File: config.mk
export PLATFORM = sky130hd
export DESIGN_NAME = fetch_seq_flat
export DESIGN_NICKNAME = d
export VERILOG_FILES = /design/src/rtl/fetch_seq_if.sv /design/src/rtl/fetch_seq.sv /design/src/flat_wrapper.sv
export SDC_FILE = /design/constraint.sdc
export NUM_CORES = 1
export LEC_CHECK = 0
export CAP_MARGIN = 20
export CORE_AREA = 2 2 76 78
export CTS_BUF_LIST = sky130_fd_sc_hd__clkbuf_4 sky130_fd_sc_hd__clkbuf_8
export CTS_CLUSTER_DIAMETER = 80
export CTS_CLUSTER_SIZE = 25
export DETAILED_ROUTE_END_ITERATION = 6
export DIE_AREA = 0 0 78 80
export PLACE_DENSITY = 0.81
export RECOVER_POWER = 25
export SETUP_SLACK_MARGIN = 0.15
export SYNTH_ARGS = -nofsm -noshare
export SYNTH_HDL_FRONTEND = slang
export SYNTH_SLANG_ARGS = --single-unit
export TNS_END_PERCENT = 1
File: constraint.sdc
create_clock -name clk -period 1.3 [get_ports clk]
set_input_delay 0.195 -clock clk [delete_from_list [all_inputs] [get_ports clk]]
set_output_delay 0.195 -clock clk [all_outputs]
set_load 0.05 [all_outputs]
File: src/rtl/fetch_seq_if.sv
// fetch_seq_if: memory bus and status bundle between the fetch sequencer
// (master) and its memory/step source/observer (slave).
interface fetch_seq_if;
  logic        Step;
  logic [15:0] Dout;
  logic [15:0] StData;
  logic [5:0]  Adrs;
  logic [15:0] Din;
  logic        WrtMem;
  logic        MemStep;
  logic [5:0]  PC;
  logic [15:0] IR;
  logic [15:0] LdData;
  logic        Halted;

  modport master (
    input  Step, Dout, StData,
    output Adrs, Din, WrtMem, MemStep, PC, IR, LdData, Halted
  );

  modport slave (
    output Step, Dout, StData,
    input  Adrs, Din, WrtMem, MemStep, PC, IR, LdData, Halted
  );
endinterface

File: src/rtl/fetch_seq.sv
// fetch_seq: four-state instruction sequencer (FETCH, DECODE, MEM, HALT)
// driving a 64x16 combinational-read memory.
// Instruction word: [15:14] opcode (00 NOP, 01 LD, 10 ST, 11 JMP/HALT),
// [13] selects HALT when opcode is 11, [5:0] memory/jump address.
// Build option: define SINGLE_STEP_EN to advance only on Step pulses;
// without it the machine advances every clock and Step is ignored.
module fetch_seq #(
  parameter logic [5:0] RESET_PC = 6'd0
) (
  input logic         clk,
  input logic         reset,
  fetch_seq_if.master bus
);

  typedef enum logic [1:0] {FETCH, DECODE, MEM, HALT} state_t;

  localparam logic [1:0] OP_NOP = 2'b00;
  localparam logic [1:0] OP_LD  = 2'b01;
  localparam logic [1:0] OP_ST  = 2'b10;

  state_t      state, state_next;
  logic [5:0]  pc, pc_next;
  logic [15:0] ir, ir_next;
  logic [15:0] ld_data, ld_data_next;
  logic [5:0]  adrs;
  logic        wrt_mem;
  logic        adv;

`ifdef SINGLE_STEP_EN
  assign adv = bus.Step;
`else
  logic unused_step;
  assign adv         = 1'b1;
  assign unused_step = bus.Step;
`endif

  // State and datapath registers; reset aborts any instruction in flight.
  always_ff @(posedge clk or posedge reset) begin
    if (reset) begin
      state   <= FETCH;
      pc      <= RESET_PC;
      ir      <= 16'h0000;
      ld_data <= 16'h0000;
    end else begin
      // NOTE: non-blocking assignments so every register samples pre-edge values.
      state   <= state_next;
      pc      <= pc_next;
      ir      <= ir_next;
      ld_data <= ld_data_next;
    end
  end

  // Next-state, datapath updates and memory controls; all moves gated by adv.
  always_comb begin
    // NOTE: defaults first so every path assigns every output -- no latches.
    state_next   = state;
    pc_next      = pc;
    ir_next      = ir;
    ld_data_next = ld_data;
    adrs         = pc;
    wrt_mem      = 1'b0;

    case (state)
      FETCH: begin
        if (adv) begin
          ir_next    = bus.Dout;
          pc_next    = pc + 6'd1;  // 6-bit add wraps 63 -> 0
          state_next = DECODE;
        end
      end

      DECODE: begin
        if (adv) begin
          case (ir[15:14])
            OP_NOP:       state_next = FETCH;
            OP_LD, OP_ST: state_next = MEM;
            default: begin
              if (ir[13]) begin
                state_next = HALT;
              end else begin
                pc_next    = ir[5:0];
                state_next = FETCH;
              end
            end
          endcase
        end
      end

      MEM: begin
        adrs    = ir[5:0];
        // Write enable stays up for the whole state; the memory commits only
        // on the clock where its Step (MemStep) is also high.
        wrt_mem = (ir[15:14] == OP_ST);
        if (adv) begin
          if (ir[15:14] == OP_LD) begin
            ld_data_next = bus.Dout;
          end
          state_next = FETCH;
        end
      end

      HALT: begin
        // Absorbing: only reset leaves this state.
      end

      default: state_next = FETCH;
    endcase
  end

  assign bus.Adrs    = adrs;
  assign bus.WrtMem  = wrt_mem;
  assign bus.Din     = bus.StData;
  assign bus.MemStep = adv;
  assign bus.PC      = pc;
  assign bus.IR      = ir;
  assign bus.LdData  = ld_data;
  assign bus.Halted  = (state == HALT);

endmodule
File: src/flat_wrapper.sv
// flat-port wrapper written by rule: the top's interface ports become plain ports
module fetch_seq_flat 
#(
  parameter logic [5:0] RESET_PC = 6'd0
)
  (clk, reset, bus_Step, bus_Dout, bus_StData, bus_Adrs, bus_Din, bus_WrtMem, bus_MemStep, bus_PC, bus_IR, bus_LdData, bus_Halted);
  fetch_seq_if bus_i ();
  input logic clk;
  input logic reset;
  input wire logic [$bits(bus_i.Step)-1:0] bus_Step;
  input wire logic [$bits(bus_i.Dout)-1:0] bus_Dout;
  input wire logic [$bits(bus_i.StData)-1:0] bus_StData;
  output wire logic [$bits(bus_i.Adrs)-1:0] bus_Adrs;
  output wire logic [$bits(bus_i.Din)-1:0] bus_Din;
  output wire logic [$bits(bus_i.WrtMem)-1:0] bus_WrtMem;
  output wire logic [$bits(bus_i.MemStep)-1:0] bus_MemStep;
  output wire logic [$bits(bus_i.PC)-1:0] bus_PC;
  output wire logic [$bits(bus_i.IR)-1:0] bus_IR;
  output wire logic [$bits(bus_i.LdData)-1:0] bus_LdData;
  output wire logic [$bits(bus_i.Halted)-1:0] bus_Halted;
  assign bus_i.Step = bus_Step;
  assign bus_i.Dout = bus_Dout;
  assign bus_i.StData = bus_StData;
  assign bus_Adrs = bus_i.Adrs;
  assign bus_Din = bus_i.Din;
  assign bus_WrtMem = bus_i.WrtMem;
  assign bus_MemStep = bus_i.MemStep;
  assign bus_PC = bus_i.PC;
  assign bus_IR = bus_i.IR;
  assign bus_LdData = bus_i.LdData;
  assign bus_Halted = bus_i.Halted;
  fetch_seq #(.RESET_PC(RESET_PC)) u_core (.clk(clk), .reset(reset), .bus(bus_i));
endmodule
### Yosys cells after proc, flatten, opt, wreduce, memory -nomap -nowiden

Index checks and enable logic that the tools add are counted.

| storage, ports and cells | value |
|---|---|
| bits in registers | 40 |
| output and inout bits | 63 |
| input bits | 35 |
| memories kept | 0 |
| word-level logic and storage cells | 28 |
| memory bits (read-only) | 0 |
| memory bits (writable) | 0 |
| latch bits | 0 |

| cells by class | value |
|---|---|
| multiply operators | 0 |
| divide/modulo/power cells | 0 |
| reductions and logical operators | 8 |
| shift-type cells | 0 |
| multiplexer cells | 8 |
| order comparisons | 0 |
| equality and inequality tests | 7 |
| add/sub/neg operators | 1 |
| bitwise logic cells | 0 |

Operators with widths:

| cell | number |
|---|---|
| $mux 6 | 3 |
| $pmux 6 s2 | 1 |
| $add 6x1->6 const B | 1 |
| $eq 2x2->1 const B | 3 |
| $pmux 2 s3 | 1 |
| $eq 2x1->1 const B | 2 |
| $logic_not 2->1 | 2 |
| $ne 2x2->1 const B | 2 |
| $pmux 2 s2 | 1 |
| $reduce_and 3->1 | 1 |
| $reduce_bool 3->1 | 1 |
| $reduce_or 3->1 | 1 |
| $mux 2 | 1 |
| $reduce_and 2->1 | 1 |
| $reduce_bool 2->1 | 1 |
| $reduce_or 2->1 | 1 |
| $mux 1 | 1 |

### Longest topological paths before layout

| logic depth | value |
|---|---|
| depth after elaboration | 4 |
| mapped depth | 6 |

### Worst setup path after synthesis

No wires, ideal clock.

| timing | value |
|---|---|
| path type | register to register |
| start | register u_core.ir[15] (netlist: u_core.bus.IR[15]) |
| end | register u_core.ld_data[0] (netlist: u_core.bus.LdData[0]) |
| arrival | 1550 ps |
| library setup time | 125 ps |
| clock period less this slack | 1674 ps |
| slack | -374 ps |
| stages on the path, launching flop included | 6 |
| path buffers | 1 |
| cell sequence | dfrtp_1 -> inv_1 -> ha_1 -> nand2_4 -> buf_6 -> mux2_2 |

| between the ends | value |
|---|---|
| longest elaborated chain between the ends | 2 |

Ends and longest elaborated chain:

| element | RTL line | text |
|---|---|---|
| start, declared | fetch_seq.sv:23 | `logic [15:0] ir, ir_next;` |
| start signal, assigned | fetch_seq.sv:48 | `ir <= ir_next;` |
| $eq 2x1->1 | fetch_seq.sv:95 | `if (ir[15:14] == OP_LD) begin` |
| $reduce_and 2->1 (no source line) | - |  |
| end signal, assigned | fetch_seq.sv:49 | `ld_data <= ld_data_next;` |
| end, declared | fetch_seq.sv:24 | `logic [15:0] ld_data, ld_data_next;` |

No other way between the ends.
A chain may end at the register's enable or synchronous reset.

### Worst setup path after layout

| timing | value |
|---|---|
| start | register u_core.state[0] |
| end | output port bus_Adrs[3] |

| between the ends | value |
|---|---|
| longest elaborated chain between the ends | 2 |

Ends and longest elaborated chain:

| element | RTL line | text |
|---|---|---|
| start, declared | fetch_seq.sv:21 | `state_t state, state_next;` |
| start signal, assigned | fetch_seq.sv:46 | `state <= state_next;` |
| $eq 2x2->1 | fetch_seq.sv:63 | `case (state)` |
| $mux 6 | fetch_seq.sv:63 |  |
| end, declared | flat_wrapper.sv:13 | `output wire logic [$bits(bus_i.Adrs)-1:0] bus_Adrs;` |

No other way between the ends.

==> run_summary.xml <==
<?xml version="1.0" encoding="UTF-8"?>
<metrics>
  <group name="synthesis">
    <metric name="area_fraction_in_compound_gates_after_synthesis" unit="">0.0646</metric>
    <metric name="dominantRegCellSynth" unit="">sky130_fd_sc_hd__dfrtp_1</metric>
    <metric name="synthAdderAreaFrac" unit="">0.0323</metric>
    <metric name="yosysSeqAreaShare" unit="">0.516</metric>
    <metric name="distinct_cell_type_count_after_synthesis" unit="">27</metric>
    <metric name="synth_warnings" unit="">0</metric>
    <metric name="post_synth.cell_area_avg" unit="sq um">12.3</metric>
    <metric name="synth_enable_flop_cells" unit="">0</metric>
    <metric name="synth_top_family_by_area" unit="">multiplexers</metric>
    <metric name="synth_fp_nets" unit="">198</metric>
    <metric name="synth-xor-area-share" unit="">0</metric>
    <metric name="yosys.area_share.simple" unit="">0.0762</metric>
    <metric name="async_reset_ff_frac" unit="">1.00</metric>
    <metric name="synth_cells" unit="">158</metric>
    <metric name="share_of_cell_area_taken_by_muxes_after_synthesis" unit="">0.209</metric>
    <metric name="synth-seq-cells" unit="">40</metric>
    <metric name="post_synth_design_cell_area" unit="sq um">1940</metric>
  </group>
  <group name="timing">
    <metric name="setup_ws" unit="ns">-0.344</metric>
    <metric name="maximum_frequency_from_static_timing_analysis" unit="MHz">608</metric>
    <metric name="whs" unit="ns">0.390</metric>
    <metric name="finalMaxSlewViolations" unit="">0</metric>
    <metric name="grt_setup_unrepaired" unit="">yes</metric>
    <metric name="post_route_clock_period_utilization" unit="">1.26</metric>
    <metric name="worst_slew_pin_slew" unit="ns">0.771</metric>
    <metric name="timing.clock.skew" unit="ns">0.00551</metric>
    <metric name="report.final.setup_viol" unit="">38</metric>
    <metric name="hold_viol" unit="">0</metric>
    <metric name="finalWorstPathRequiredPeriod" unit="ns">1.64</metric>
    <metric name="totalNegativeSetupSlack" unit="ns">-3.72</metric>
    <metric name="worst_slew_margin_rel" unit="">0.486</metric>
  </group>
  <group name="hold_path">
    <metric name="worstHoldStart" unit="">bus_StData[11]</metric>
    <metric name="hold_path_depth" unit="">0</metric>
    <metric name="timing.hold.worst_endpoint" unit="">bus_Din[11]</metric>
    <metric name="min-delay-path-class" unit="">in -&gt; out</metric>
  </group>
  <group name="routing">
    <metric name="remaining_drc_errors" unit="">0</metric>
    <metric name="vias_per_cell" unit="">4.75</metric>
    <metric name="routed-via-count" unit="">1415</metric>
    <metric name="postRouteAntennaNets" unit="">0</metric>
    <metric name="finalWirelength" unit="microns">4560</metric>
    <metric name="route.detailed.wl_per_inst" unit="microns">15.3</metric>
    <metric name="pre_antenna_drt_iters" unit="">4</metric>
    <metric name="drtIter0Drc" unit="">93</metric>
  </group>
  <group name="final_layout">
    <metric name="nets_final" unit="">265</metric>
    <metric name="final_common_cell" unit="">sky130_fd_sc_hd__buf_12</metric>
    <metric name="layout.cells.most_common_list" unit="">42 x sky130_fd_sc_hd__buf_12, 37 x sky130_fd_sc_hd__dfrtp_1, 25 x sky130_fd_sc_hd__mux2_2, 16 x sky130_fd_sc_hd__clkdlybuf4s50_1, 13 x sky130_fd_sc_hd__nand2_1</metric>
    <metric name="fin_area" unit="sq um">3290</metric>
    <metric name="syn2layout_area_growth" unit="%">69.7</metric>
    <metric name="layout.filler_cells" unit="">439</metric>
    <metric name="drive_gt1_frac" unit="">0.549</metric>
    <metric name="insertedDiodeCount" unit="">0</metric>
  </group>
  <group name="global_routing">
    <metric name="antenna_found_initial" unit="">0</metric>
    <metric name="globalRouteTotalUtil" unit="">0.153</metric>
    <metric name="first_global_vias" unit="">1508</metric>
    <metric name="grt.overflow.total" unit="">0</metric>
    <metric name="global_route_wire_length_before_repair" unit="microns">7320</metric>
    <metric name="grt_max_degree" unit="">27</metric>
  </group>
  <group name="critical_path">
    <metric name="crit_chain" unit="">nor2b_4 &gt; buf_12 &gt; mux2_4 &gt; buf_6</metric>
    <metric name="setup.reg_to_reg.worst_slack" unit="ns">-0.09</metric>
    <metric name="critPathRequiredTime" unit="ns">1.11</metric>
    <metric name="critPathLaunchType" unit="">flop</metric>
    <metric name="reg2reg_depth" unit="">5</metric>
    <metric name="critPathCaptureType" unit="">output port</metric>
    <metric name="timing.critical_path.arrival" unit="ns">1.45</metric>
    <metric name="reg_to_reg_critical_path_startpoint" unit="">u_core.state[1]</metric>
    <metric name="cp_slowest_cell" unit="">sky130_fd_sc_hd__dfrtp_1</metric>
    <metric name="path_max_fanout" unit="">6</metric>
    <metric name="path_class" unit="">reg -&gt; out</metric>
    <metric name="critical-path-max-stage-delay" unit="ns">0.41</metric>
    <metric name="regToRegEndpoint" unit="">u_core.bus.LdData[15]</metric>
  </group>
  <group name="job">
    <metric name="cap_violations" unit="">0</metric>
  </group>
  <group name="floorplanning">
    <metric name="dieHeight" unit="microns">80</metric>
    <metric name="ios" unit="">98</metric>
    <metric name="fp.coreArea" unit="sq um">5410</metric>
    <metric name="rows" unit="">27</metric>
    <metric name="start_util" unit="">0.359</metric>
    <metric name="chipWidth" unit="microns">78</metric>
    <metric name="design.die.area" unit="sq um">6240</metric>
  </group>
  <group name="clocking">
    <metric name="root_buffer" unit="">sky130_fd_sc_hd__clkbuf_8</metric>
    <metric name="clock_tree.htree_level_count" unit="">2</metric>
    <metric name="cts-root-to-sink-buffers" unit="">2</metric>
    <metric name="cts_buffers" unit="">5</metric>
    <metric name="clock_sinks" unit="">40</metric>
    <metric name="cts_hold_buf" unit="">0</metric>
    <metric name="cts_tree" unit="">done</metric>
    <metric name="worst_setup_hold_path_clk_slew" unit="ns">0.08</metric>
    <metric name="clk_latency" unit="ns">0.28</metric>
  </group>
  <group name="placement">
    <metric name="gp_routability_congestion" unit="">0.765</metric>
    <metric name="dp_slack" unit="ns">-0.125</metric>
    <metric name="io_buf_count" unit="">63</metric>
    <metric name="dp_hpwl" unit="microns">3410</metric>
    <metric name="post_dp_cell_area" unit="sq um">3020</metric>
  </group>
  <group name="outcome">
    <metric name="violations" unit="">negative setup slack</metric>
    <metric name="outcome" unit="">finished with violations</metric>
  </group>
</metrics>
-- Yosys cell counts, types with 2 or more instances --
library cell	number	share of area
sky130_fd_sc_hd__dfrtp_1	40	0.52
sky130_fd_sc_hd__mux2_2	35	0.20
sky130_fd_sc_hd__buf_4	18	0.070
sky130_fd_sc_hd__nand2_1	13	0.025
sky130_fd_sc_hd__a21oi_1	7	0.018
sky130_fd_sc_hd__o21ai_0	6	0.015
sky130_fd_sc_hd__ha_1	5	0.032
sky130_fd_sc_hd__inv_1	4	0.0077
sky130_fd_sc_hd__nand3_1	4	0.010
sky130_fd_sc_hd__buf_6	3	0.017
sky130_fd_sc_hd__a2bb2oi_1	2	0.0090
sky130_fd_sc_hd__and2_1	2	0.0065
sky130_fd_sc_hd__buf_2	2	0.0052
sky130_fd_sc_hd__nand2b_1	2	0.0065
sky130_fd_sc_hd__nor2_1	2	0.0039
sky130_fd_sc_hd__o22ai_1	2	0.0065
-- layout make-up --
| type | count | area [sq um] | share of cell area |
|---|---|---|---|
| clock buffers | 5 | 68.8 | 0.0209 |
| flip-flops and latches | 40 | 1000 | 0.305 |
| well taps | 72 | 90.1 | 0.0274 |
| inverters | 4 | 15.0 | 0.00456 |
| multi-input cells | 91 | 828 | 0.252 |
| repair buffers | 83 | 1240 | 0.377 |
| clock inverters | 3 | 42.5 | 0.0129 |
-- registers in the layout (all words and copies together), names as in the netlist --
register           flops
u_core.bus.LdData     16
u_core.bus.IR         16
u_core.state           2
u_core.bus.PC          6
-- worst max path at each step --
stage                      startpoint                   end  cells after the start
global placement      u_core.state[0]  u_core.bus.LdData[4]                      4
finish                u_core.state[0]           bus_Adrs[3]                      4
detailed placement    u_core.state[0]  u_core.bus.LdData[4]                      4
global route          u_core.state[0]           bus_Adrs[0]                      4
floorplan           u_core.bus.IR[15]  u_core.bus.LdData[0]                      5
CTS                   u_core.state[0]           bus_Adrs[3]                      4
-- what timing repair did --
action,4_1_cts,5_1_grt
hold endpoints to repair,0,0
resized for setup,28,7
pin swaps,2,3
cloned,0,0
endpoints found under the setup margin,56,59
setup buffers,2,0
-- cells by family (layout without fill, tap and decap cells) --
kind of cell | after synthesis | count (layout)
flip-flops | 40 | 40
multiplexers | 36 | 36
adder cells (fa/ha/maj) | 5 | 5
other | 1 | 1
AO/OA/AOI/OAI | 21 | 21
AND/OR/NAND/NOR | 28 | 28
buffers and inverters | 27 | 95
-- routing by layer --
metal  wire length, microns  global-route usage  vias to the layer above  part of all wire
met4                     55              0.0719                        0             0.012
met1                   1710               0.174                      696              0.37
met5                      0                   0                        -                 0
li1                       -                   -                      658                 -
met2                   2510               0.265                       57              0.55
met3                    293              0.0452                        4             0.064
-- worst max-delay path, delay by kind of cell (launching register included) --
kind / cells / cell delay (ns)
flip-flops: 1 / 0.41
buffers and inverters: 2 / 0.29
multiplexers: 1 / 0.31
AND/OR/NAND/NOR: 1 / 0.15
-- stage by stage --
stage,util,std cells
floorplan,-,158
global placement,0.559,288
detailed placement,0.559,288
CTS,0.604,298
global route,0.609,298
finish,0.609,298
Power is not shown: default switching activity piles up to over one toggle a cycle in this logic, so the estimate is an artifact.
